==> src/rtl/pipelined_addsub_if.sv <==
// Handshake/operand bundle between an issue-side producer and the pipelined adder/subtractor.
interface pipelined_addsub_if #(
  parameter int unsigned WIDTH = 32
);
  logic             in_valid;
  logic             in_ready;
  logic             in_sub;
  logic [WIDTH-1:0] in_a;
  logic [WIDTH-1:0] in_b;
  logic             out_valid;
  logic             out_ready;
  logic [WIDTH-1:0] out_sum;
  logic             out_cout;
  logic             out_ovf;
  logic             out_zero;

  // Producer/consumer side
  modport master (
    output in_valid, in_sub, in_a, in_b, out_ready,
    input  in_ready, out_valid, out_sum, out_cout, out_ovf, out_zero
  );

  // Arithmetic block side
  modport slave (
    input  in_valid, in_sub, in_a, in_b, out_ready,
    output in_ready, out_valid, out_sum, out_cout, out_ovf, out_zero
  );
endinterface

==> src/rtl/pipelined_addsub.sv <==
// Pipelined WIDTH-bit adder/subtractor: the ripple carry chain is cut into STAGES
// segments with a register between segments and a valid/ready handshake on both ends.
module pipelined_addsub #(
  parameter int unsigned WIDTH  = 32,
  parameter int unsigned STAGES = 2
) (
  input  logic               clk,
  input  logic               rst_aL,
  pipelined_addsub_if.slave  bus
);

  localparam int unsigned SEG  = (WIDTH + STAGES - 1) / STAGES;
  localparam int unsigned LAST = STAGES - 1;

  // Per-stage registers: valid, mode, running carry, carry into MSB, sums, operands
  logic [STAGES-1:0] r_v;
  logic [STAGES-1:0] r_c;
  logic              r_sub [STAGES];
  logic              r_cm  [STAGES];
  logic [WIDTH-1:0]  r_sum [STAGES];
  logic [WIDTH-1:0]  r_a   [STAGES];
  logic [WIDTH-1:0]  r_b   [STAGES];
  logic              r_ovf;
  logic              r_zero;

  // Stage inputs (previous register or the operand port) and stage results
  logic [STAGES-1:0] w_src_v;
  logic [STAGES-1:0] w_src_c;
  logic              w_src_sub [STAGES];
  logic              w_src_cm  [STAGES];
  logic [WIDTH-1:0]  w_src_sum [STAGES];
  logic [WIDTH-1:0]  w_src_a   [STAGES];
  logic [WIDTH-1:0]  w_src_b   [STAGES];

  logic [STAGES-1:0] w_c;
  logic              w_cm  [STAGES];
  logic [WIDTH-1:0]  w_sum [STAGES];
  logic [STAGES-1:0] w_en;
  logic              w_ovf;
  logic              w_zero;

  // Stage 0 takes the operand port (b pre-inverted for subtract); later stages take the previous register
  for (genvar s = 0; s < STAGES; s++) begin : g_src
    if (s == 0) begin : g_first
      assign w_src_v[s]   = bus.in_valid;
      assign w_src_sub[s] = bus.in_sub;
      assign w_src_c[s]   = bus.in_sub;
      assign w_src_cm[s]  = 1'b0;
      assign w_src_sum[s] = '0;
      assign w_src_a[s]   = bus.in_a;
      assign w_src_b[s]   = bus.in_b ^ {WIDTH{bus.in_sub}};
    end else begin : g_next
      assign w_src_v[s]   = r_v[s-1];
      assign w_src_sub[s] = r_sub[s-1];
      assign w_src_c[s]   = r_c[s-1];
      assign w_src_cm[s]  = r_cm[s-1];
      assign w_src_sum[s] = r_sum[s-1];
      assign w_src_a[s]   = r_a[s-1];
      assign w_src_b[s]   = r_b[s-1];
    end
  end

  // Ripple full-adder chain over each stage's own segment; empty segments pass through
  always_comb begin : seg_ripple
    logic [WIDTH-1:0] sum;
    logic             c;
    logic             cm;
    w_c    = '0;
    w_ovf  = 1'b0;
    w_zero = 1'b1;
    for (int unsigned s = 0; s < STAGES; s++) begin
      sum = w_src_sum[s];
      c   = w_src_c[s];
      cm  = w_src_cm[s];
      for (int unsigned i = 0; i < WIDTH; i++) begin
        if ((i >= s * SEG) && (i < (s + 1) * SEG)) begin
          if (i == WIDTH - 1) cm = c;
          sum[i] = w_src_a[s][i] ^ w_src_b[s][i] ^ c;
          c      = (w_src_a[s][i] & w_src_b[s][i]) | (c & (w_src_a[s][i] ^ w_src_b[s][i]));
        end
      end
      w_sum[s] = sum;
      w_c[s]   = c;
      w_cm[s]  = cm;
    end
    w_ovf  = w_cm[LAST] ^ w_c[LAST];
    w_zero = ~|w_sum[LAST];
  end

  // Stage k may load when out_ready is high or any stage from k to the end is empty
  always_comb begin : stage_enable
    logic full;
    full = 1'b1;
    w_en = '0;
    for (int s = int'(LAST); s >= 0; s--) begin
      full    = full & r_v[s];
      w_en[s] = bus.out_ready | ~full;
    end
  end

  // Pipeline registers; reset empties every stage and presents a zero result
  always_ff @(posedge clk or negedge rst_aL) begin
    if (!rst_aL) begin
      r_v    <= '0;
      r_c    <= '0;
      r_ovf  <= 1'b0;
      r_zero <= 1'b1;
      for (int s = 0; s < int'(STAGES); s++) begin
        r_sub[s] <= 1'b0;
        r_cm[s]  <= 1'b0;
        r_sum[s] <= '0;
        r_a[s]   <= '0;
        r_b[s]   <= '0;
      end
    end else begin
      for (int s = 0; s < int'(STAGES); s++) begin
        if (w_en[s]) begin
          r_v[s]   <= w_src_v[s];
          r_sub[s] <= w_src_sub[s];
          r_c[s]   <= w_c[s];
          r_cm[s]  <= w_cm[s];
          r_sum[s] <= w_sum[s];
          r_a[s]   <= w_src_a[s];
          r_b[s]   <= w_src_b[s];
        end
      end
      if (w_en[LAST]) begin
        r_ovf  <= w_ovf;
        r_zero <= w_zero;
      end
    end
  end

  assign bus.in_ready  = w_en[0];
  assign bus.out_valid = r_v[LAST];
  assign bus.out_sum   = r_sum[LAST];
  assign bus.out_cout  = r_c[LAST];
  assign bus.out_ovf   = r_ovf;
  assign bus.out_zero  = r_zero;

endmodule

==> src/flat_wrapper.sv <==
// flat-port wrapper written by rule: the top's interface ports become plain ports
module pipelined_addsub_flat 
#(
  parameter int unsigned WIDTH  = 32,
  parameter int unsigned STAGES = 2
)
  (clk, rst_aL, bus_in_valid, bus_in_sub, bus_in_a, bus_in_b, bus_out_ready, bus_in_ready, bus_out_valid, bus_out_sum, bus_out_cout, bus_out_ovf, bus_out_zero);
  pipelined_addsub_if #(.WIDTH(WIDTH)) bus_i ();
  input  logic clk;
  input  logic rst_aL;
  input wire logic [$bits(bus_i.in_valid)-1:0] bus_in_valid;
  input wire logic [$bits(bus_i.in_sub)-1:0] bus_in_sub;
  input wire logic [$bits(bus_i.in_a)-1:0] bus_in_a;
  input wire logic [$bits(bus_i.in_b)-1:0] bus_in_b;
  input wire logic [$bits(bus_i.out_ready)-1:0] bus_out_ready;
  output wire logic [$bits(bus_i.in_ready)-1:0] bus_in_ready;
  output wire logic [$bits(bus_i.out_valid)-1:0] bus_out_valid;
  output wire logic [$bits(bus_i.out_sum)-1:0] bus_out_sum;
  output wire logic [$bits(bus_i.out_cout)-1:0] bus_out_cout;
  output wire logic [$bits(bus_i.out_ovf)-1:0] bus_out_ovf;
  output wire logic [$bits(bus_i.out_zero)-1:0] bus_out_zero;
  assign bus_i.in_valid = bus_in_valid;
  assign bus_i.in_sub = bus_in_sub;
  assign bus_i.in_a = bus_in_a;
  assign bus_i.in_b = bus_in_b;
  assign bus_i.out_ready = bus_out_ready;
  assign bus_in_ready = bus_i.in_ready;
  assign bus_out_valid = bus_i.out_valid;
  assign bus_out_sum = bus_i.out_sum;
  assign bus_out_cout = bus_i.out_cout;
  assign bus_out_ovf = bus_i.out_ovf;
  assign bus_out_zero = bus_i.out_zero;
  pipelined_addsub #(.WIDTH(WIDTH), .STAGES(STAGES)) u_core (.clk(clk), .rst_aL(rst_aL), .bus(bus_i));
endmodule
==> config.mk <==
export PLATFORM = sky130hd
export DESIGN_NAME = pipelined_addsub_flat
export DESIGN_NICKNAME = d
export VERILOG_FILES = /design/src/rtl/pipelined_addsub_if.sv /design/src/rtl/pipelined_addsub.sv /design/src/flat_wrapper.sv
export SDC_FILE = /design/constraint.sdc
export NUM_CORES = 1
export LEC_CHECK = 0
export ABC_AREA = 1
export BUFFER_PORTS_ARGS = -buffer_cell sky130_fd_sc_hd__buf_2
export CAP_MARGIN = 25
export CORE_ASPECT_RATIO = 0.6
export CORE_MARGIN = 5
export CORE_UTILIZATION = 59
export DETAILED_ROUTE_END_ITERATION = 10
export PLACE_DENSITY = 0.92
export RECOVER_POWER = 25
export SYNTH_ARGS = -nofsm -noshare
export SYNTH_HDL_FRONTEND = slang
export SYNTH_SLANG_ARGS = --single-unit
==> constraint.sdc <==
create_clock -name clk -period 15.3 [get_ports clk]
set_input_delay 4.59 -clock clk [delete_from_list [all_inputs] [get_ports clk]]
set_output_delay 4.59 -clock clk [all_outputs]
set_load 0.02 [all_outputs]
======== After elaboration in Yosys (flattened, before gate mapping) ========
Cells that the tools add are included.
storage, ports and cells
  register bits ........................... 118
  output and inout port bits .............. 37
  word-level logic and storage cells ...... 179
operators by class
  bitwise operators ....................... 167
  reductions and logical operators ........ 2
operators by type and width
  cell                 count
  1-bit AND            65
  1-bit bitwise XOR    65
  1-bit bitwise OR     34
  32-bit OR reduction  1
  32-bit bitwise XOR   1
  1-bit inverter       2
  1-bit logical NOT    1

======== Longest topological paths before layout ========
Gate-level depths: netlist (run 1).
  depth after elaboration ................. 34
  depth in mapped cells ................... 25

======== Worst setup path before layout (run 1) ========
Ideal clock, no wire load.
  path type ............................... input port to flip-flop
  from .................................... input bus_in_sub
  to ...................................... register u_core.r_sum[47] (netlist name)
  library setup time ...................... 0.117 ns
  data arrival time ....................... 10.835 ns
  data required time ...................... 15.183 ns
  path slack .............................. 4.348 ns
  cell stages on the path ................. 22
  buffers on the path ..................... 2
  path through ............................ buf_4 > buf_2 > xor2_1 > fa_1 > inv_1 > fa_1 > fa_1 > fa_1 > fa_1 > fa_1 > fa_1 > fa_1 > fa_1 > fa_1 > fa_1 > fa_1 > fa_1 > fa_1 > inv_1 > fa_1 > nand2_1 > nand2_1
RTL lines
  element                        RTL line                 RTL
  start, declared                flat_wrapper.sv:12       input wire logic [$bits(bus_i.in_sub)-1:0] bus_in_sub;
  end signal, assigned by index  pipelined_addsub.sv:122  r_sum[s] <= w_sum[s];
  end, declared                  pipelined_addsub.sv:20   logic [WIDTH-1:0] r_sum [STAGES];

==> results of run 1 <==
[worst max-delay path by stage]
stage                     from                           end  slack, ns  depth (start not counted)
detailed placement  bus_in_sub  u_core.r_sum[47]$_DFFE_PN0P_       3.60                         21
global placement    bus_in_sub  u_core.r_sum[47]$_DFFE_PN0P_       3.80                         21
CTS                 bus_in_sub  u_core.r_sum[47]$_DFFE_PN0P_       3.93                         21
finish              bus_in_sub  u_core.r_sum[47]$_DFFE_PN0P_       3.92                         21
global route        bus_in_sub  u_core.r_sum[47]$_DFFE_PN0P_       3.69                         21
floorplan           bus_in_sub  u_core.r_sum[47]$_DFFE_PN0P_       4.35                         22
[flip-flops by register name, indices dropped and copies added (netlist names)]
name,cells
u_core.bus.out_sum,32
u_core.bus.out_zero,1
u_core.r_c,2
u_core.r_v,2
u_core.bus.out_ovf,1
u_core.r_b,16
u_core.r_sum,16
u_core.r_a,16
[final cells by class]
cell class	instances	area share, %
timing repair buffer	108	10.4
multi-input combinational	298	37.4
tap	108	2.59
clock buffer	9	4.32
sequential	86	41.4
inverter	39	2.81
clock inverter	7	1.08
[cell families after synthesis]
group | share of synthesized area (%)
and+or+nand+nor | 15.5
buffers and inverters | 11.3
AOI/OAI and AO/OA | 6.74
muxes | 0.244
adders and majority gates | 13.4
DFF | 46.6
xor gates and xnor gates | 6.25
[layer usage]
layer	global-route usage [%]	vias up	wire, µm
li1	-	1552	-
met1	31.4	1575	4680
met5	0	-	0
met3	6.39	19	769
met2	33.9	136	4840
met4	5.58	0	168
[worst register-to-register path, cell delays in order (launching register included)]
cell and delay [ns]:
dfrtp_1 0.36, inv_1 0.09, fa_1 0.22, inv_1 0.07
fa_1 0.48, fa_1 0.48, fa_1 0.46, fa_1 0.47
fa_1 0.46, fa_1 0.46, fa_1 0.49, fa_1 0.48
fa_1 0.46, fa_1 0.47, fa_1 0.45, inv_1 0.10
fa_1 0.17, inv_1 0.05, fa_1 0.47, fa_1 0.49
inv_1 0.11, fa_1 0.46, nand3_1 0.11, nor2_1 0.05
nand2_1 0.06, o21bai_1 0.07
[through the flow]
step	instance area, µm²	std cells
4_1_cts	5210	654
3_3_place_gp	4930	638
3_5_place_dp	4930	638
5_1_grt	5210	655
2_1_floorplan	4620	477
6_report	5210	655
[power by group]
group          switching (mW)  internal, mW  total, mW
clock                  0.0916         0.112      0.204
combinational           0.156        0.0933      0.249
sequential             0.0380         0.282      0.320
total                   0.286         0.487      0.773
[synthesized netlist by cell type]
| cell | instances | area share, % |
|---|---|---|
| buf_6 | 5 | 1.2 |
| o21a_1 | 1 | 0.16 |
| inv_1 | 37 | 3.0 |
| mux2_2 | 1 | 0.24 |
| nor2_1 | 43 | 3.5 |
| fa_1 | 31 | 13 |
| xor2_1 | 7 | 1.3 |
| dfrtp_1 | 85 | 46 |
| nand2_2 | 2 | 0.27 |
| or2_2 | 1 | 0.14 |
| a21oi_2 | 15 | 2.8 |
| nand3_1 | 17 | 1.8 |
| xnor2_1 | 26 | 4.9 |
| buf_2 | 6 | 0.65 |
| o21ai_0 | 22 | 2.4 |
| clkbuf_1 | 9 | 0.73 |
| nand2_1 | 120 | 9.7 |
| dfstp_2 | 1 | 0.57 |
| o21bai_1 | 1 | 0.16 |
| buf_4 | 34 | 5.5 |
| a21oi_1 | 11 | 1.2 |
| inv_2 | 2 | 0.16 |
==> results.cfg, run 1 <==
[status]
run_status = complete, but fails checks
violations = capacitance limit, slew limit

[timing]
relSlewSlack_pct = -139
post-route-period-util_pct = 74.4
fin_ws_ns = 3.92
slew_violations = 70
finalClockSkew_ns = 0.00737
setup_tns_ns = 0
fmax_mhz = 87.8
rsz0062_at_grt = false
tightest_slew_ns = 3.59
hold_viol = 0
whs_ns = 0.467
finalSetupViolations = 0
post-route-min-period_ns = 11.38

[cells_and_area]
antenna_cells = 0
multiInputGateArea_um2 = 1950
nFillCells = 606
regArea_um2 = 2150
nets = 642
area_delta_synth_final_pct = 12.6
final_common_cell = nand2_1
final_cell_mix = 120 x nand2_1, 104 x buf_2, 85 x dfrtp_1
post-route-util_pct = 67.1
drive_above_1_share_pct = 26.3

[clocking]
hold_buffers = 0
cts_resized = 0
insertion_delay_ns = 0.34
cts.sinks = 86
cts_tree = done
path_clk_slew_ns = 0.06
post_cts_buffers = 0
root_buffer = clkbuf_16
numCtsBuffers = 9
cts_max_level = 3
clockBufferDepth = 2

[grt]
grt_pass1_wl_mm = 16.8
grt_pass1_vias = 3310
grt_max_degree = 87
overflow = 0
grt_antenna_before_repair = 0
grtUsageTotal_pct = 22.1

[synth]
ys_seq_elements = 86
syn_area_per_cell_um2 = 9.69
yosysWarnings = 0
synthCells = 477
yosysUniqueCellTypes = 22
synth.cell_area_um2 = 4620
synth_fp_nets = 577
ys_seq_area_share_pct = 46.6

[setup_path]
cp.arrival_ns = 11.60
reg2reg_to = u_core.bus.out_zero$_DFFE_PN1P_
reg2reg_slack_ns = 7.16
critPathMaxFanout = 32
path_common_cell = fa_1
cp_cell_sequence = buf_2 -> mux2_2 -> fa_1 -> inv_1 -> fa_1 -> fa_1 -> fa_1 -> fa_1 -> fa_1 -> fa_1 -> fa_1 -> fa_1 -> fa_1 -> fa_1 -> fa_1 -> fa_1 -> fa_1 -> inv_1 -> fa_1 -> nand2_1 -> nand2_1
slowest_stage = buf_2
reg2regPathDepth = 25
cp-end-kind = flop
critPathLaunchType = primary input
crit_family = adder cells
path_buf_inv = 3
cpPeakStageDelay_ns = 0.67
r2r-start = u_core.r_b[48]$_DFFE_PN0P_
cp.required_ns = 15.52
path_class = primary input to flop

[detailed_routing]
vias = 3282
drc = 0
wire_per_inst_um = 16.0
ant_nets = 0
routed_via_density = 5.01
first_pass_iters = 5
first_iter_violations = 237
routed_wl_mm = 10.5

[placement]
place_ws_ns = 3.60
hpwl_mm = 7.60
gp_congestion = 0.899
port_buffers = 105

[min_path]
min_to = u_core.bus.out_sum[25]$_DFFE_PN0P_
hp-class = flop to flop
hp-start = u_core.bus.out_sum[25]$_DFFE_PN0P_
hold_depth = 2

[floorplan]
initial_core_util_pct = 59.6
die_x_um = 124
rows = 25
dieArea_um2 = 9760
die_h_um = 78.6
coreArea_um2 = 7760
boundaryPins = 106

[power_and_ir_drop]
ir_drop_uv = 64.4
power.total_uw = 773
powerDensity_nw_per_um2 = 148
power_leakage_nw = 2.61

[job]
drv_cap = 1
Power figures use the tool's default switching activity.
==> inputs of run 2 (changes only) <==
--- a/config.mk
+++ b/config.mk
@@ -10,9 +10,9 @@
 export CAP_MARGIN = 25
 export CORE_ASPECT_RATIO = 0.6
 export CORE_MARGIN = 5
-export CORE_UTILIZATION = 59
+export CORE_UTILIZATION = 49
 export DETAILED_ROUTE_END_ITERATION = 10
-export PLACE_DENSITY = 0.92
+export PLACE_DENSITY = 0.82
 export RECOVER_POWER = 25
 export SYNTH_ARGS = -nofsm -noshare
 export SYNTH_HDL_FRONTEND = slang
==> constraint.sdc (replaced) <==
create_clock -name clk -period 10 [get_ports clk]
set_input_delay 3 -clock clk [delete_from_list [all_inputs] [get_ports clk]]
set_output_delay 3 -clock clk [all_outputs]
set_load 0.02 [all_outputs]
==> run 2 against run 1 <==
  * The flow still finishes with violations (capacitance limit, slew limit)
  * Combinational power grew 50%
  * Clock skew is 0.0028 ns higher
  * Worst hold slack got worse by 0.0029 ns
  * Final cell count increased by 3.5%
  * Critical path type unchanged
  * Largest cell class unchanged
==> results.cfg, run 2 (synthesis results as in run 1) <==
[detailed_routing]
first_iter_violations = 238
first_pass_iters = 6
routed_wl_mm = 10.2
wire_per_inst_um = 15.1
ant_nets = 0
vias = 3193
drc = 0
routed_via_density = 4.71

[timing]
hold_viol = 0
post-route-period-util_pct = 91.2
finalClockSkew_ns = 0.0102
whs_ns = 0.464
finalSetupViolations = 0
relSlewSlack_pct = -134
fmax_mhz = 110
fin_ws_ns = 0.879
setup_tns_ns = 0
rsz0062_at_grt = false
slew_violations = 68
post-route-min-period_ns = 9.12
tightest_slew_ns = 3.51

[clocking]
root_buffer = clkbuf_16
numCtsBuffers = 9
cts_tree = done
cts.sinks = 86
insertion_delay_ns = 0.33
cts_resized = 0
clockBufferDepth = 2
cts_max_level = 3
path_clk_slew_ns = 0.07
post_cts_buffers = 0
hold_buffers = 0

[cells_and_area]
largest_reg_flops = 32
final_cell_mix = 120 x nand2_1, 104 x buf_2, 85 x dfrtp_1
antenna_cells = 0
nFillCells = 832
drive_above_1_share_pct = 26.3
nets = 643
area_delta_synth_final_pct = 13.3
final_common_cell = nand2_1
fin_area_um2 = 5240

[setup_path]
critPathLaunchType = primary input
cp-end-kind = flop
reg2reg_to = u_core.bus.out_zero$_DFFE_PN1P_
path_class = primary input to flop
critPathMaxFanout = 4
critPathCapture = u_core.r_sum[47]$_DFFE_PN0P_
reg2regPathDepth = 25
critPathLaunch = bus_in_sub
cp.required_ns = 10.22
r2r-start = u_core.r_a[48]$_DFFE_PN0P_
reg2reg_slack_ns = 1.99
cp.arrival_ns = 9.35

[grt]
grtUsageTotal_pct = 18.5
grt_antenna_before_repair = 0
grt_max_degree = 87
grt_pass1_vias = 3314
overflow = 0
grt_pass1_wl_mm = 16.6

[placement]
gp_congestion = 0.785
hpwl_mm = 7.73
port_buffers = 105
place_ws_ns = 0.515
postPlaceCellArea_um2 = 4960

[floorplan]
dieArea_um2 = 11500
initial_core_util_pct = 50.3
die_h_um = 85.2
coreArea_um2 = 9190
rows = 27
die_x_um = 135
boundaryPins = 106

[status]
violations = capacitance limit, slew limit
run_status = complete, but fails checks

[power_and_ir_drop]
powerDensity_nw_per_um2 = 224
ir_drop_uv = 129
power_leakage_nw = 2.60

[min_path]
hp-class = flop to flop

[job]
drv_cap = 1
-- run 2: cell types whose count changed in the layout (fill, tap and decap cells not counted), sizes merged --
| cell | previous run | this run |
|---|---|---|
| buf | 106 | 107 |
| clkbuf | 11 | 12 |
| clkinvlp | 1 | 3 |
| inv | 42 | 39 |
-- run 2: worst min-delay path by stage --
stage / startpoint / to / slack (ns) / depth (start not counted)
3_3_place_gp: u_core.bus.out_sum[11]$_DFFE_PN0P_ / u_core.bus.out_sum[11]$_DFFE_PN0P_ / 0.45 / 2
5_1_grt: u_core.bus.out_sum[29]$_DFFE_PN0P_ / u_core.bus.out_sum[29]$_DFFE_PN0P_ / 0.50 / 2
4_1_cts: u_core.bus.out_sum[25]$_DFFE_PN0P_ / u_core.bus.out_sum[25]$_DFFE_PN0P_ / 0.47 / 2
3_5_place_dp: u_core.bus.out_sum[25]$_DFFE_PN0P_ / u_core.bus.out_sum[25]$_DFFE_PN0P_ / 0.45 / 2
2_1_floorplan: u_core.bus.out_sum[10]$_DFFE_PN0P_ / u_core.bus.out_sum[10]$_DFFE_PN0P_ / 0.44 / 2
6_report: u_core.bus.out_sum[25]$_DFFE_PN0P_ / u_core.bus.out_sum[25]$_DFFE_PN0P_ / 0.46 / 2
-- run 2: critical path: stages --
cell	delay [ns]
buf_2	0.12
xor2_1	0.20
fa_1	0.21
inv_1	0.05
fa_1	0.38
fa_1	0.40
fa_1	0.39
fa_1	0.43
fa_1	0.41
fa_1	0.41
fa_1	0.42
fa_1	0.41
fa_1	0.39
fa_1	0.39
fa_1	0.38
fa_1	0.39
fa_1	0.37
inv_1	0.07
fa_1	0.40
nand2_1	0.07
nand2_1	0.05
-- run 2: report_power, final --
| group | total [mW] | leakage (nW) | switching [mW] | internal [mW] |
|---|---|---|---|---|
| Sequential | 0.490 | 1.01 | 0.0582 | 0.432 |
| Clock | 0.308 | 0.125 | 0.138 | 0.170 |
| Combinational | 0.374 | 1.47 | 0.232 | 0.142 |
-- run 2: area by class of cell --
cell class	instances	area (µm²)	area share (%)
Sequential cell	86	2150	41.1
Clock inverter	6	48.8	0.931
Inverter	39	146	2.79
Tap cell	130	163	3.10
Clock buffer	10	229	4.37
Multi-Input combinational cell	298	1950	37.2
Timing Repair Buffer	109	551	10.5
-- run 2: metrics by stage --
step                utilization (%)  total power [mW]  instances
floorplan                         -             0.787        477
global placement               54.0             0.855        661
detailed placement             54.0             0.871        661
CTS                            57.0              1.18        677
global route                   57.0              1.25        678
finish                         57.0              1.17        678
-- run 2: per-layer routing --
layer	global-route usage, %	routed length, µm	vias to the layer above	share of wire (%)
met5	0	0	-	0
met4	5.12	130	0	1.3
met3	5.21	787	12	7.7
met2	27.0	4480	124	44
met1	27.2	4850	1503	47
li1	-	-	1554	-
